### config.mk
export PLATFORM = sky130hd
export DESIGN_NAME = multicycle_ctrl
export DESIGN_NICKNAME = d
export VERILOG_FILES = /design/src/rtl/mc_pkg.sv /design/src/rtl/mc_decode.sv /design/src/rtl/multicycle_ctrl.sv
export SDC_FILE = /design/constraint.sdc
export NUM_CORES = 1
export LEC_CHECK = 0
export ABC_AREA = 1
export CAP_MARGIN = 10
export CORE_MARGIN = 2
export CORE_UTILIZATION = 35
export CTS_BUF_LIST = sky130_fd_sc_hd__clkbuf_8 sky130_fd_sc_hd__clkbuf_16
export CTS_CLUSTER_SIZE = 40
export DETAILED_ROUTE_END_ITERATION = 7
export PLACE_DENSITY = 0.62
export SLEW_MARGIN = 25
export SYNTH_ARGS = -nofsm -noshare
export SYNTH_HDL_FRONTEND = slang
export SYNTH_SLANG_ARGS = --single-unit
### constraint.sdc
create_clock -name clk -period 1.95 [get_ports clk]
set_input_delay 0.4875 -clock clk [delete_from_list [all_inputs] [get_ports clk]]
set_output_delay 0.4875 -clock clk [all_outputs]
set_load 0.05 [all_outputs]
### src/rtl/mc_pkg.sv
// mc_pkg: shared types and constants for the multi-cycle MIPS controller.
//   state_t  : FSM state encoding (also driven out on the state port)
//   ALU_*    : ALUctr encodings
//   OP_*/FN_*: opcode and R-type function codes
//   ctrl_t   : decoded per-instruction controls held by the FSM
package mc_pkg;

    localparam int unsigned OP_W    = 6;
    localparam int unsigned FUNC_W  = 6;
    localparam int unsigned ALU_W   = 3;
    localparam int unsigned STATE_W = 3;

    typedef enum logic [STATE_W-1:0] {
        ST_FETCH  = 3'd0,
        ST_DECODE = 3'd1,
        ST_EXEC   = 3'd2,
        ST_MEM    = 3'd3,
        ST_WB     = 3'd4,
        ST_TRAP   = 3'd7
    } state_t;

    localparam logic [ALU_W-1:0] ALU_ADDU = 3'b000;
    localparam logic [ALU_W-1:0] ALU_ADD  = 3'b001;
    localparam logic [ALU_W-1:0] ALU_OR   = 3'b010;
    localparam logic [ALU_W-1:0] ALU_SUBU = 3'b011;
    localparam logic [ALU_W-1:0] ALU_SUB  = 3'b100;
    localparam logic [ALU_W-1:0] ALU_SLT  = 3'b101;
    localparam logic [ALU_W-1:0] ALU_SLTU = 3'b110;

    localparam logic [OP_W-1:0] OP_RTYPE = 6'b000000;
    localparam logic [OP_W-1:0] OP_ORI   = 6'b001101;
    localparam logic [OP_W-1:0] OP_ADDIU = 6'b001001;
    localparam logic [OP_W-1:0] OP_ADDI  = 6'b001000;
    localparam logic [OP_W-1:0] OP_LW    = 6'b100011;
    localparam logic [OP_W-1:0] OP_SW    = 6'b101011;
    localparam logic [OP_W-1:0] OP_BEQ   = 6'b000100;
    localparam logic [OP_W-1:0] OP_J     = 6'b000010;

    localparam logic [FUNC_W-1:0] FN_ADDU = 6'b100001;
    localparam logic [FUNC_W-1:0] FN_ADD  = 6'b100000;
    localparam logic [FUNC_W-1:0] FN_SUBU = 6'b100011;
    localparam logic [FUNC_W-1:0] FN_SUB  = 6'b100010;
    localparam logic [FUNC_W-1:0] FN_SLT  = 6'b101010;
    localparam logic [FUNC_W-1:0] FN_SLTU = 6'b101011;

    // Controls held stable from the cycle after DECODE until the next DECODE.
    typedef struct packed {
        logic [ALU_W-1:0] alu_ctr;
        logic             ext_op;
        logic             alu_src;
        logic             reg_dst;
        logic             mem_to_reg;  // lw: also selects the MEM -> WB path
        logic             mem_wr;      // sw
        logic             is_beq;
        logic             ov_chk;      // add/sub/addi suppress RegWr on overflow
    } ctrl_t;

endpackage

### src/rtl/mc_decode.sv
// mc_decode: purely combinational op/func decoder.
//   op, func : instruction fields from the datapath
//   ctrl     : decoded control struct (all zero for j and illegal encodings)
//   is_j     : instruction is j
//   illegal  : unsupported op, or unsupported func for R-type
module mc_decode
    import mc_pkg::*;
(
    input  logic [OP_W-1:0]   op,
    input  logic [FUNC_W-1:0] func,
    output ctrl_t             ctrl,
    output logic              is_j,
    output logic              illegal
);

    always_comb begin
        ctrl    = '0;
        is_j    = 1'b0;
        illegal = 1'b0;
        unique case (op)
            OP_RTYPE: begin
                ctrl.reg_dst = 1'b1;
                unique case (func)
                    FN_ADDU: ctrl.alu_ctr = ALU_ADDU;
                    FN_ADD: begin
                        ctrl.alu_ctr = ALU_ADD;
                        ctrl.ov_chk  = 1'b1;
                    end
                    FN_SUBU: ctrl.alu_ctr = ALU_SUBU;
                    FN_SUB: begin
                        ctrl.alu_ctr = ALU_SUB;
                        ctrl.ov_chk  = 1'b1;
                    end
                    FN_SLT:  ctrl.alu_ctr = ALU_SLT;
                    FN_SLTU: ctrl.alu_ctr = ALU_SLTU;
                    default: begin
                        ctrl    = '0;
                        illegal = 1'b1;
                    end
                endcase
            end
            OP_ORI: begin
                ctrl.alu_ctr = ALU_OR;
                ctrl.alu_src = 1'b1;
            end
            OP_ADDIU: begin
                ctrl.alu_ctr = ALU_ADDU;
                ctrl.alu_src = 1'b1;
                ctrl.ext_op  = 1'b1;
            end
            OP_ADDI: begin
                ctrl.alu_ctr = ALU_ADD;
                ctrl.alu_src = 1'b1;
                ctrl.ext_op  = 1'b1;
                ctrl.ov_chk  = 1'b1;
            end
            OP_LW: begin
                ctrl.alu_ctr    = ALU_ADDU;
                ctrl.alu_src    = 1'b1;
                ctrl.ext_op     = 1'b1;
                ctrl.mem_to_reg = 1'b1;
            end
            OP_SW: begin
                ctrl.alu_ctr = ALU_ADDU;
                ctrl.alu_src = 1'b1;
                ctrl.ext_op  = 1'b1;
                ctrl.mem_wr  = 1'b1;
            end
            OP_BEQ: begin
                ctrl.alu_ctr = ALU_SUBU;
                ctrl.ext_op  = 1'b1;
                ctrl.is_beq  = 1'b1;
            end
            OP_J:    is_j    = 1'b1;
            default: illegal = 1'b1;
        endcase
    end

endmodule

### src/rtl/multicycle_ctrl.sv
// multicycle_ctrl: FETCH/DECODE/EXEC/MEM/WB sequencer for the multi-cycle MIPS datapath.
// Optional feature macro: MULTICYCLE_CTRL_PERF_EN (adds cycle_cnt / instr_cnt outputs).
// Ports:
//   clk, rst (sync, active high)
//   op, func             : instruction fields from the instruction register
//   zero                 : ALU zero (consumed by the IFU directly, unused here)
//   overflow             : ALU overflow, captured at the end of EXEC
//   mem_ready            : data memory completes the access this cycle
//   RegWr..jump, ALUctr  : datapath controls
//   PCWr, IRWr           : IFU next-PC enable, instruction register load
//   state                : current FSM state
//   trap                 : sticky illegal-instruction / memory-timeout flag
//   cycle_cnt, instr_cnt : performance counters (macro builds only)
module multicycle_ctrl
    import mc_pkg::*;
#(
    parameter int unsigned MEM_TIMEOUT = 15
) (
    input  logic               clk,
    input  logic               rst,
    input  logic [OP_W-1:0]    op,
    input  logic [FUNC_W-1:0]  func,
    input  logic               zero,
    input  logic               overflow,
    input  logic               mem_ready,
    output logic               RegWr,
    output logic               ExtOp,
    output logic               ALUsrc,
    output logic               MemWr,
    output logic               RegDst,
    output logic               MemtoReg,
    output logic               branch,
    output logic               jump,
    output logic [ALU_W-1:0]   ALUctr,
    output logic               PCWr,
    output logic               IRWr,
    output logic [STATE_W-1:0] state,
    output logic               trap
`ifdef MULTICYCLE_CTRL_PERF_EN
    ,
    output logic [31:0]        cycle_cnt,
    output logic [31:0]        instr_cnt
`endif
);

    localparam int unsigned WAIT_W = 8;

    state_t            cur_state;
    state_t            nxt_state;
    ctrl_t             dec_c;
    ctrl_t             dec_q;
    logic              is_j_c;
    logic              illegal_c;
    logic              ov_q;
    logic [WAIT_W-1:0] wait_cnt;
    logic              timeout_c;

    // The IFU consumes zero itself; the port exists so one bus feeds both blocks.
    logic unused_zero;
    assign unused_zero = zero;

    mc_decode u_decode (
        .op      (op),
        .func    (func),
        .ctrl    (dec_c),
        .is_j    (is_j_c),
        .illegal (illegal_c)
    );

    // Last allowed wait cycle: the next not-ready cycle would exceed the budget.
    assign timeout_c = (wait_cnt == WAIT_W'(MEM_TIMEOUT - 1));

    // State register.
    always_ff @(posedge clk) begin
        if (rst) begin
            cur_state <= ST_FETCH;
        end else begin
            cur_state <= nxt_state;
        end
    end

    // Next-state logic.
    always_comb begin
        nxt_state = cur_state;
        unique case (cur_state)
            ST_FETCH: nxt_state = ST_DECODE;
            ST_DECODE: begin
                if (illegal_c) begin
                    nxt_state = ST_TRAP;
                end else if (is_j_c) begin
                    nxt_state = ST_FETCH;
                end else begin
                    nxt_state = ST_EXEC;
                end
            end
            ST_EXEC: begin
                if (dec_q.is_beq) begin
                    nxt_state = ST_FETCH;
                end else if (dec_q.mem_to_reg || dec_q.mem_wr) begin
                    nxt_state = ST_MEM;
                end else begin
                    nxt_state = ST_WB;
                end
            end
            ST_MEM: begin
                if (mem_ready) begin
                    nxt_state = dec_q.mem_wr ? ST_FETCH : ST_WB;
                end else if (timeout_c) begin
                    nxt_state = ST_TRAP;
                end
            end
            ST_WB:   nxt_state = ST_FETCH;
            ST_TRAP: nxt_state = ST_TRAP;
            default: nxt_state = ST_FETCH;
        endcase
    end

    // Strobe outputs; all forced low while rst is asserted.
    // In DECODE the registered controls are not loaded yet, so j uses the live decode.
    always_comb begin
        IRWr   = 1'b0;
        PCWr   = 1'b0;
        RegWr  = 1'b0;
        MemWr  = 1'b0;
        branch = 1'b0;
        jump   = 1'b0;
        trap   = 1'b0;
        if (!rst) begin
            unique case (cur_state)
                ST_FETCH: IRWr = 1'b1;
                ST_DECODE: begin
                    if (is_j_c && !illegal_c) begin
                        PCWr = 1'b1;
                        jump = 1'b1;
                    end
                end
                ST_EXEC: begin
                    if (dec_q.is_beq) begin
                        PCWr   = 1'b1;
                        branch = 1'b1;
                    end
                end
                ST_MEM: begin
                    MemWr = dec_q.mem_wr;
                    PCWr  = dec_q.mem_wr && mem_ready;
                end
                ST_WB: begin
                    RegWr = !(dec_q.ov_chk && ov_q);
                    PCWr  = 1'b1;
                end
                ST_TRAP: trap = 1'b1;
                default: ;
            endcase
        end
    end

    // Decoded-control, overflow and MEM wait-counter registers.
    always_ff @(posedge clk) begin
        if (rst) begin
            dec_q    <= '0;
            ov_q     <= 1'b0;
            wait_cnt <= '0;
        end else begin
            if (cur_state == ST_DECODE && !illegal_c) begin
                dec_q <= dec_c;
            end
            if (cur_state == ST_EXEC) begin
                ov_q <= overflow;
            end
            if (cur_state == ST_MEM && !mem_ready) begin
                wait_cnt <= wait_cnt + WAIT_W'(1);
            end else begin
                wait_cnt <= '0;
            end
        end
    end

    assign state    = cur_state;
    assign ALUctr   = dec_q.alu_ctr;
    assign ExtOp    = dec_q.ext_op;
    assign ALUsrc   = dec_q.alu_src;
    assign RegDst   = dec_q.reg_dst;
    assign MemtoReg = dec_q.mem_to_reg;

`ifdef MULTICYCLE_CTRL_PERF_EN
    // Free-running counters, frozen once the controller traps.
    always_ff @(posedge clk) begin
        if (rst) begin
            cycle_cnt <= '0;
            instr_cnt <= '0;
        end else if (cur_state != ST_TRAP) begin
            cycle_cnt <= cycle_cnt + 32'd1;
            if (PCWr) begin
                instr_cnt <= instr_cnt + 32'd1;
            end
        end
    end
`endif

endmodule

* Yosys cells after proc, flatten, opt, wreduce, memory -nomap -nowiden
Index checks and enable logic that the tools add are counted.
** Word-level totals
- Bits in registers :: 22
- Logic and storage cells :: 88
** Operators by class
- $add $sub $neg :: 1
- Equal/unequal tests :: 20
- Mux-type cells :: 38
- Bitwise operators :: 1
- Reductions and logical operators :: 17
** Operators with widths (number)
- $eq A6 B6 Y1 const B :: 8
- $pmux W3 S5 :: 2
- $mux W1 :: 19
- $eq A6 B4 Y1 const B :: 3
- $mux W3 :: 6
- $pmux W1 S2 :: 7
- $pmux W3 S4 :: 1
- $reduce_or A5 Y1 :: 2
- $add A8 B1 Y8 const B :: 1
- $eq A8 B4 Y1 const B :: 1
- $reduce_or A7 Y1 :: 1
- $eq A3 B2 Y1 const B :: 2
- $eq A3 B3 Y1 const B :: 2
- $eq A6 B2 Y1 const B :: 1
- $eq A6 B3 Y1 const B :: 1
- $logic_not A6 Y1 :: 1
- $reduce_or A6 Y1 :: 1
- $logic_and A1 B1 Y1 :: 5
- $mux W4 :: 1
- $pmux W1 S4 :: 1
- $reduce_or A2 Y1 :: 2
- $eq A3 B1 Y1 const B :: 1
- $logic_not A1 Y1 :: 3
- $logic_not A3 Y1 :: 1
- other kinds (4) :: 4

* Longest topological paths before layout
Gate-level depths: netlist of run 1.
- Word-level depth :: 9
- Mapped depth :: 12

* Cells and area by module
Synthesis of run 1 repeated with hierarchy kept, for this count alone.
** Second synthesis, totals
- Cell total of the unflattened synthesis :: 238
- Area, all modules :: 1505.2 µm²
** Modules (own cells, without submodules)
- multicycle_ctrl :: times used 1, cells each 170, area each 1162.4 µm²
- mc_decode :: times used 1, cells each 68, area each 342.8 µm²

* Least setup slack after synthesis of run 1
OpenSTA, ideal clock, no wires.
- Path kind :: register -> output
- Start point :: reg cur_state[0] (netlist: state[0])
- End point :: out jump
- Arrival time :: 2.291 ns
- Data required time :: 1.462 ns
- Path slack :: -0.829 ns
- Stages on the path, launching flop included :: 5
- Path buffers :: 0
- Path through :: dfxtp_1 inv_1 nor3_4 inv_1 nor3_1
** Between the ends
- Cells in the longest elaborated chain, start to end :: 3
** RTL lines
- start, declared :: RTL line multicycle_ctrl.sv:48 : state_t cur_state;
- start signal, assigned :: RTL line multicycle_ctrl.sv:78 : cur_state <= nxt_state;
- $eq A3 B1 Y1 :: RTL line multicycle_ctrl.sv:129 : unique case (cur_state)
- $mux W1 :: RTL line multicycle_ctrl.sv:129
- $mux W1 :: RTL line multicycle_ctrl.sv:128 : if (!rst) begin
- end, declared :: RTL line multicycle_ctrl.sv:33 : output logic jump,
No other way between the ends.

* Worst setup path in the final report of run 1
- Start point :: reg cur_state[1] (netlist: state[1])
- End point :: out PCWr
** Between the ends
- Cells in the longest elaborated chain, start to end :: 3
- Elaborated cells on any way between the ends :: 6
** RTL lines
- $eq A3 B3 Y1 (tied with other cells) :: RTL line multicycle_ctrl.sv:129
- $pmux W1 S4 (*) :: RTL line multicycle_ctrl.sv:129
- $mux W1 (*) :: RTL line multicycle_ctrl.sv:128
- end, declared :: RTL line multicycle_ctrl.sv:35 : output logic PCWr,
Every way passes the cells marked *; elsewhere a longest branch is shown, timed or not.

==> results.md, run 1 <==
- Outcome: complete, no violations
- CTS H-tree depth: 1
- Vias in the first global route: 1453
- Unrepaired setup endpoints after global routing: yes
- Final Hold Vio Count: 0
- Max Cap Violations: 0
- Fmax: 513 MHz
- Worst Path Required: 1.46 ns
- Dpl cells: 337
- Drt drc: 0
- Site Rows: 23
- Post-synth EDFFs: 0
- Final Skew: 0.00740 ns
- Cell Chain, Critical Path: buf_6 -> nor3_4 -> inv_2 -> o221ai_2 -> nand2_2 -> clkinvlp_4 -> buf_8
- Pre-CTS setup slack: -0.308 ns
- Arr. time, crit path: 1.46 ns
- Routability cong.: 0.801
- Global-route wire length before repair: 5800 microns
- Seq/Total Area, Yosys: 0.313
- Hold buffer count at CTS: 0
- Hold Path Sink: RegDst
- Post-synth top cells: nand2_1 (50), nor2_1 (39), inv_1 (36)
- Hold path cells: 2
- IO Port Bufs: 32
- Peak supply drop: 0.464 mV
- Primary flip-flop cell chosen by synthesis mapping: dfxtp_1
- Buf/Inv on CP: 4
- Area contributors post-synth: dfxtp_1 (31%), nand2_1 (13%), nor2_1 (10%)
- CP Max Fanout: 6
- Setup CP Type: reg2out
- Post-synthesis simple-gate area fraction: 0.445
- Total global-route track usage: 0.164
- Count of pins over their slew limit: 0
- Routed WL per cell: 9.79 microns
- Worst reg-to-reg setup slack: 0.56 ns
- DRT Pass-1 Iters: 4
- Post-synthesis mux area share: 0
- Leak: 1.09 nW
- CTS root buf: clkbuf_8
- Synth top area share: 0.313
- Worst rel slew slack: 0.746
- Pwr Density: 847 nW/um^2
- Period utilization: 1.00
- Worst flop-to-flop path endpoint: dec_q[2]
- Gr ovfl total: 0
- Dpl hpwl: 2720 microns
- Area growth syn-to-layout: 62.1%
- Setup crit start kind: flip-flop
- #FFs+latches synth: 22
- Synth Area in XOR/XNOR: 0.00622
- Syn Nets: 247
- Tightest Pin Transition: 0.377 ns
- Vias: 1594
- CTS tree: done
- Cell family contributing the most delay on the critical path: buffers and inverters
- Die height: 67.4 microns
- Min cycle time layout: 1.95 ns
- Chip width: 67.4 microns
- Io pins: 34
- Worst skew pair latency: 0.26 ns
- Adder-Cell Fraction of Synth Area: 0.0178
- Synth area leader: dfxtp_1
- Synth Area per Inst: 6.17 sq um
- Setup-violating endpoint count in the final report: 0
- Area fraction in compound gates after synthesis: 0.0729
- Clock Pin Slew Worst Setup and Hold Paths: 0.08 ns
- Largest family of logic cells by synthesized area: simple AND/OR/NAND/NOR gates
- Layout Cells excl Fill: 350
- Synth warn: 0
- Nets: 320
- Number of buffers created by CTS: 3
- Reg2reg start: state[1]
- Count leader, synth: nand2_1
- Fraction of registers with async set/reset: 0
- HP Class: reg2reg
- Drt initial violations: 67
- Mapped Cells: 228
- Remaining antenna violation count: 0
- Total routed wirelength: 3430 microns
- Antenna diode count: 0
- Die area: 4540 sq um
- Max Root-Sink Buffers: 2
- Largest net degree at the start of global routing: 15
- Core area: 3940 sq um
- Vias/cell: 4.55
- Hold path start: RegDst
- Netlist Area Pre-Place: 1410 sq um
- CP max stage cell: dfxtp_4
- Crit-path max cell delay: 0.37 ns
- Initial antenna violation count: 0
- Worst R2R Path Depth: 6
- Initial Util: 0.357
- CTS Sinks: 22
- Worst setup EP type: output port
- Distinct cells, synth: 29
- Layout cells sized above 1: 0.357
- Fin worst setup slack: 0.000667 ns
metal layers:
layer	routed length, microns	track usage	up-vias
met5	0	0	-
met4	35	0.0459	0
met3	133	0.0317	4
met2	1680	0.292	38
met1	1580	0.201	689
li1	-	-	863
sequential cells by signal, summed over array words and instances, names as in the netlist:
signal and flops:
RegDst 1, wait_cnt 8, ov_q 1, dec_q 3, state 3, MemtoReg 1, ALUsrc 1, ALUctr 3
ExtOp 1
cell families after synthesis:
| family | after synthesis |
|---|---|
| buffers and inverters | 49 |
| AND/OR/NAND/NOR | 136 |
| XOR/XNOR | 1 |
| adder cells (fa/ha/maj) | 2 |
| AO/OA/AOI/OAI | 18 |
| flip-flops | 22 |
worst min-delay path, delay by kind of cell, from the launching register on:
kind                   cells  cell delay, ns
AOI/OAI and AO/OA          1            0.05
DFF                        1            0.31
buffers and inverters      1            0.05
worst max path at each step:
stage	depth (start not counted)	from	endpoint	slack, ns
after detailed placement	7	op[5]	PCWr	-0.31
after floorplan	2	rst	IRWr	-0.25
after CTS	6	mem_ready	PCWr	-0.16
after global placement	8	op[1]	PCWr	-0.29
after global routing	7	state[1]	PCWr	-0.08
final	7	state[1]	PCWr	0.0007
cell type report:
type | count | area [sq um]
fillers | 377 | 1660
clock buffers | 4 | 55.1
multi-input cells | 157 | 886
inverters | 42 | 161
flip-flops and latches | 22 | 452
repair buffers | 75 | 666
well taps | 50 | 62.6
layout by cell type (no fill, tap or decap), types with 2 or more instances in the layout:
cell / n
a21oi_1: 11
a31oi_1: 2
buf_12: 6
buf_4: 50
buf_6: 3
clkbuf_2: 6
clkbuf_8: 4
clkdlybuf4s50_1: 7
dfxtp_1: 19
dfxtp_4: 3
ha_1: 2
inv_1: 30
inv_2: 11
nand2_1: 47
nand2_2: 4
nand3_1: 15
nand3_4: 2
nand4_1: 7
nor2_1: 37
nor2_2: 2
nor2_4: 4
nor3_1: 5
nor3_4: 6
nor4_1: 2
o21ai_0: 2
metrics by stage:
step / power [mW] / cell area [sq um] / TNS, ns / hold slack (ns) / utilization
global route: 2.06 / 2280 / -0.167 / 0.478 / 0.579
detailed placement: 1.44 / 2100 / -2.74 / 0.444 / 0.533
finish: 1.93 / 2280 / 0 / 0.449 / 0.579
global placement: 1.43 / 2100 / -2.59 / 0.440 / 0.533
CTS: 1.85 / 2230 / -0.158 / 0.454 / 0.565
floorplan: 1.14 / 1480 / -0.307 / 0.430 / -
report_power, final:
| part | total, mW | switching, mW | internal, mW |
|---|---|---|---|
| combinational | 1.01 | 0.580 | 0.427 |
| sequential | 0.610 | 0.0892 | 0.521 |
| clock | 0.316 | 0.137 | 0.180 |
| total | 1.93 | 0.806 | 1.13 |
timing repair:
action	in CTS	in global routing
buffers inserted	4	5
pin swaps	8	13
endpoints found under the setup margin	7	5
gates resized for setup	21	23
hold endpoints to repair	0	0
(Power assumes the default switching activity.)
==> inputs of run 2 (changes only) <==
==> constraint.sdc (replaced) <==
create_clock -name clk -period 2.2 [get_ports clk]
set_input_delay 0.55 -clock clk [delete_from_list [all_inputs] [get_ports clk]]
set_output_delay 0.55 -clock clk [all_outputs]
set_load 0.05 [all_outputs]
==> results.md, run 2 (synthesis results as in run 1) <==
- Vias in the first global route: 1404
- Max Root-Sink Buffers: 2
- Min cycle time layout: 2.14 ns
- Final Hold Vio Count: 0
- Outcome: complete, no violations
- Vias: 1525
- Clock power frac: 0.232
- Worst rel slew slack: 0.671
- Area growth syn-to-layout: 54.8%
- Gate power share: 0.451
- Setup TNS: 0 ns
- IO Port Bufs: 32
- Tightest Pin Transition: 0.493 ns
- Commonest non-fill, non-tap cell in the layout: nand2_1
- CTS H-tree depth: 1
- Clock Pin Slew Worst Setup and Hold Paths: 0.08 ns
- Max Cap Violations: 0
- CTS Sinks: 22
- Total routed wirelength: 3260 microns
- Fin worst setup slack: 0.0570 ns
- Total global-route track usage: 0.157
- Pre-CTS setup slack: -0.201 ns
- Gr ovfl total: 0
- Fillers: 381
- Core area: 3940 sq um
- Worst Path Required: 1.65 ns
- CTS root buf: clkbuf_8
- Number of buffers created by CTS: 3
- DRT Pass-1 Iters: 4
- CP Max Fanout: 2
- Nets: 306
- Arr. time, crit path: 1.59 ns
- Dpl hpwl: 2700 microns
- Worst setup EP type: output port
- Die height: 67.4 microns
- Setup crit start kind: input pin
- Routability cong.: 0.796
- NetSw: 0.659 mW
- Setup CP Type: in2out
- Tot Pwr: 1.64 mW
- Routed WL per cell: 9.69 microns
- Count of pins over their slew limit: 0
- Io pins: 34
- Largest net degree at the start of global routing: 15
- Final hold slack: 0.456 ns
- Sw frac: 0.401
- Worst skew pair latency: 0.26 ns
- Part of the power in registers: 0.317
- CTS tree: done
- Leak: 1.02 nW
- Site Rows: 23
- Setup-violating endpoint count in the final report: 0
- Vias/cell: 4.54
- Drt initial violations: 48
- P_int: 0.983 mW
- Remaining antenna violation count: 0
- Drt drc: 0
- Chip width: 67.4 microns
- Global-route wire length before repair: 5620 microns
- Die area: 4540 sq um
- Final Skew: 0.00433 ns
- Final Util: 0.553
- Initial Util: 0.357
- Antenna diode count: 0
- Most frequent cells in the layout: nand2_1 (50), nor2_1 (37), inv_1 (36), buf_4 (28), dfxtp_1 (19)
- Max reg flops: 8
- Initial antenna violation count: 0
- Biggest register: wait_cnt
- Period utilization: 0.974
- HP Class: reg2reg
- Layout cells sized above 1: 0.234
- Peak supply drop: 0.289 mV
- Pwr Density: 753 nW/um^2
- Fmax: 467 MHz
-- run 2: layout make-up --
cell class                 instances  area, sq um  share of cell area
multi-input combinational        157          850               0.390
timing repair buffer              61          594               0.273
sequential                        22          444               0.204
inverter                          42          158              0.0723
tap                               50         62.6              0.0287
clock buffer                       3         41.3              0.0189
clock inverter                     1         30.0              0.0138
-- run 2: layer usage --
metal / wire length (microns) / GRT usage
met1: 1630 / 0.209
met5: 0 / 0
met4: 12 / 0.0434
met3: 126 / 0.0150
met2: 1490 / 0.269
-- run 2: power by group through the flow --
stage / sequential, mW / clock [mW] / combinational [mW]
6_report: 0.520 / 0.380 / 0.741
5_1_grt: 0.529 / 0.407 / 0.796
4_1_cts: 0.520 / 0.391 / 0.740
3_5_place_dp: 0.530 / 0 / 0.727
3_3_place_gp: 0.527 / 0 / 0.723
2_1_floorplan: 0.611 / 0 / 0.380
-- run 2: what timing repair did --
item | 4_1_cts | 5_1_grt
gates resized for setup | 13 | 1
hold buffers | 0 | 0
pin swaps | 6 | 0
buffers inserted | 1 | 0
endpoints found under the setup margin | 4 | 1
-- run 2: critical path, stage by stage --
cell	delay [ns]
clkdlybuf4s50_1	0.45
a31oi_2	0.23
o221ai_2	0.11
nand2_1	0.07
inv_1	0.04
buf_6	0.14
-- run 2: stage by stage --
| stage | cell area, sq um | cells |
|---|---|---|
| final | 2180 | 336 |
| after global routing | 2180 | 336 |
| after CTS | 2170 | 336 |
| after detailed placement | 2070 | 331 |
| after global placement | 2070 | 331 |
| after floorplan | 1470 | 228 |
-- run 2: worst paths after layout --
path                                start        to  slack, ns  cells after the start
worst max-delay path            mem_ready      PCWr       0.06                      6
worst min-delay path               RegDst    RegDst       0.46                      2
worst max register to register   state[1]  state[0]       0.77                      8
worst min register to register     RegDst    RegDst       0.46                      2
==> inputs of run 3 (changes only) <==
--- a/config.mk
+++ b/config.mk
@@ -13,6 +13,7 @@
 export CTS_CLUSTER_SIZE = 40
 export DETAILED_ROUTE_END_ITERATION = 7
 export PLACE_DENSITY = 0.62
+export SETUP_SLACK_MARGIN = 0.5
 export SLEW_MARGIN = 25
 export SYNTH_ARGS = -nofsm -noshare
 export SYNTH_HDL_FRONTEND = slang
==> results.md, run 3 (synthesis results as in run 1) <==
- Clock Pin Slew Worst Setup and Hold Paths: 0.07 ns
- Dpl hpwl: 2710 microns
- Core area: 3940 sq um
- Sw frac: 0.429
- Worst R2R Path Depth: 7
- Vias in the first global route: 1550
- Initial Util: 0.357
- CTS tree: done
- Routed WL per cell: 10.6 microns
- Routability cong.: 0.815
- Number of buffers created by CTS: 3
- Initial antenna violation count: 0
- P_int: 1.00 mW
- Final hold slack: 0.467 ns
- Site Rows: 23
- Antenna diode count: 0
- Total routed wirelength: 3730 microns
- Nets: 323
- Hold path cells: 1
- Reg2reg start: state[1]
- Worst rel slew slack: 0.675
- Largest net degree at the start of global routing: 13
- Io pins: 34
- CTS H-tree depth: 1
- Gate power share: 0.553
- Area growth syn-to-layout: 71.9%
- Fmax: 490 MHz
- HP Class: reg2reg
- Setup CP Type: reg2out
- CTS root buf: clkbuf_8
- Total global-route track usage: 0.177
- Clock power frac: 0.139
- Max Cap Violations: 0
- Peak supply drop: 0.577 mV
- Min cycle time layout: 2.04 ns
- Commonest non-fill, non-tap cell in the layout: nand2_1
- Setup crit start kind: flip-flop
- Fin worst setup slack: 0.158 ns
- Vias: 1616
- Outcome: complete, no violations
- Global-route wire length before repair: 6310 microns
- Gr ovfl total: 0
- Drt initial violations: 48
- Layout cells sized above 1: 0.383
- Placed Instance Area: 2130 sq um
- Hold buffer count at CTS: 0
- Max Root-Sink Buffers: 2
- Pre-CTS setup slack: -0.185 ns
- Tightest Pin Transition: 0.489 ns
- DRT Pass-1 Iters: 4
- Final Skew: 0.00468 ns
- Die height: 67.4 microns
- Worst skew pair latency: 0.26 ns
- CTS Sinks: 22
- Part of the power in registers: 0.308
- Biggest register: wait_cnt
- Leak: 1.15 nW
- Remaining antenna violation count: 0
- Arr. time, crit path: 1.49 ns
- IO Port Bufs: 32
- Die area: 4540 sq um
- Period utilization: 0.928
- Hold Path Sink: wait_cnt[0]
- Design area: 2420 sq um
- CP Max Fanout: 7
- Drt drc: 0
- Hold path start: wait_cnt[0]
- Most frequent cells in the layout: nand2_1 (44), buf_4 (36), nor2_1 (32), inv_1 (31), dfxtp_1 (19)
- Chip width: 67.4 microns
- Setup-violating endpoint count in the final report: 0
- Worst setup EP type: output port
- Unrepaired setup endpoints after global routing: yes
- Count of pins over their slew limit: 0
- Max reg flops: 8
- Worst flop-to-flop path endpoint: dec_q[2]
- Final Hold Vio Count: 0
- NetSw: 0.752 mW
- Vias/cell: 4.58
- Pwr Density: 725 nW/um^2
- Worst reg-to-reg setup slack: 0.71 ns
- Worst Path Required: 1.65 ns
==> run 3: changes by cell type in the layout (fill, tap and decap cells not counted), sizes merged <==
| cell | delta |
|---|---|
| dlygate4sd2 | -2 |
| clkdlybuf4s50 | -13 |
| clkdlybuf4s15 | +3 |
| buf | +25 |
| clkbuf | +1 |
| nand3 | +1 |
| clkinv | +1 |
| bufinv | -1 |
| clkinvlp | +1 |
| dlymetal6s2s | +2 |
| inv | -1 |
==> run 3: area by class of cell <==
type	instances	area, sq um
clock inverter	1	3.75
clock buffer	3	41.3
multi-input combinational	158	975
timing repair buffer	77	724
sequential	22	452
inverter	42	161
fill	349	1520
tap	50	62.6
==> run 3: metal layers <==
metal	wire length [microns]	global-route usage
met2	1880	0.335
met5	0	0
met4	27	0.0383
met3	161	0.0400
met1	1660	0.200
==> run 3: worst max-delay path, stage by stage (launching register included) <==
cell	delay (ns)
dfxtp_4	0.38
buf_6	0.12
nor3_4	0.22
inv_2	0.07
o221ai_2	0.12
nand2_1	0.11
clkinvlp_4	0.09
buf_8	0.13
==> run 3: power by group through the flow <==
stage	registers, mW	clock network [mW]	logic, mW
after global placement	0.554	0	0.745
after detailed placement	0.557	0	0.750
after global routing	0.550	0.270	1.04
after floorplan	0.631	0	0.428
after CTS	0.540	0.254	0.937
final	0.541	0.243	0.969
==> run 3: stage by stage <==
| stage | TNS, ns | utilization | power [mW] | std cells |
|---|---|---|---|---|
| after floorplan | 0 | - | 1.06 | 228 |
| final | 0 | 0.614 | 1.75 | 353 |
| after CTS | 0 | 0.592 | 1.73 | 350 |
| after global placement | -0.346 | 0.539 | 1.30 | 332 |
| after global routing | 0 | 0.614 | 1.86 | 353 |
| after detailed placement | -0.578 | 0.539 | 1.31 | 332 |
==> run 3: worst max path at each step <==
| stage | start | to | slack, ns |
|---|---|---|---|
| after CTS | op[0] | jump | 0.16 |
| after floorplan | state[0] | PCWr | 0.24 |
| after detailed placement | op[5] | jump | -0.19 |
| final | state[1] | PCWr | 0.16 |
| after global routing | state[1] | PCWr | 0.06 |
| after global placement | op[5] | jump | -0.17 |
==> run 3: what timing repair did <==
action                                  in CTS  in global routing
pin swaps                                   14                 15
gates cloned                                 1                  0
resized for setup                           65                 30
buffers inserted                            13                  3
hold endpoints to repair                     0                  0
endpoints found under the setup margin      29                 23
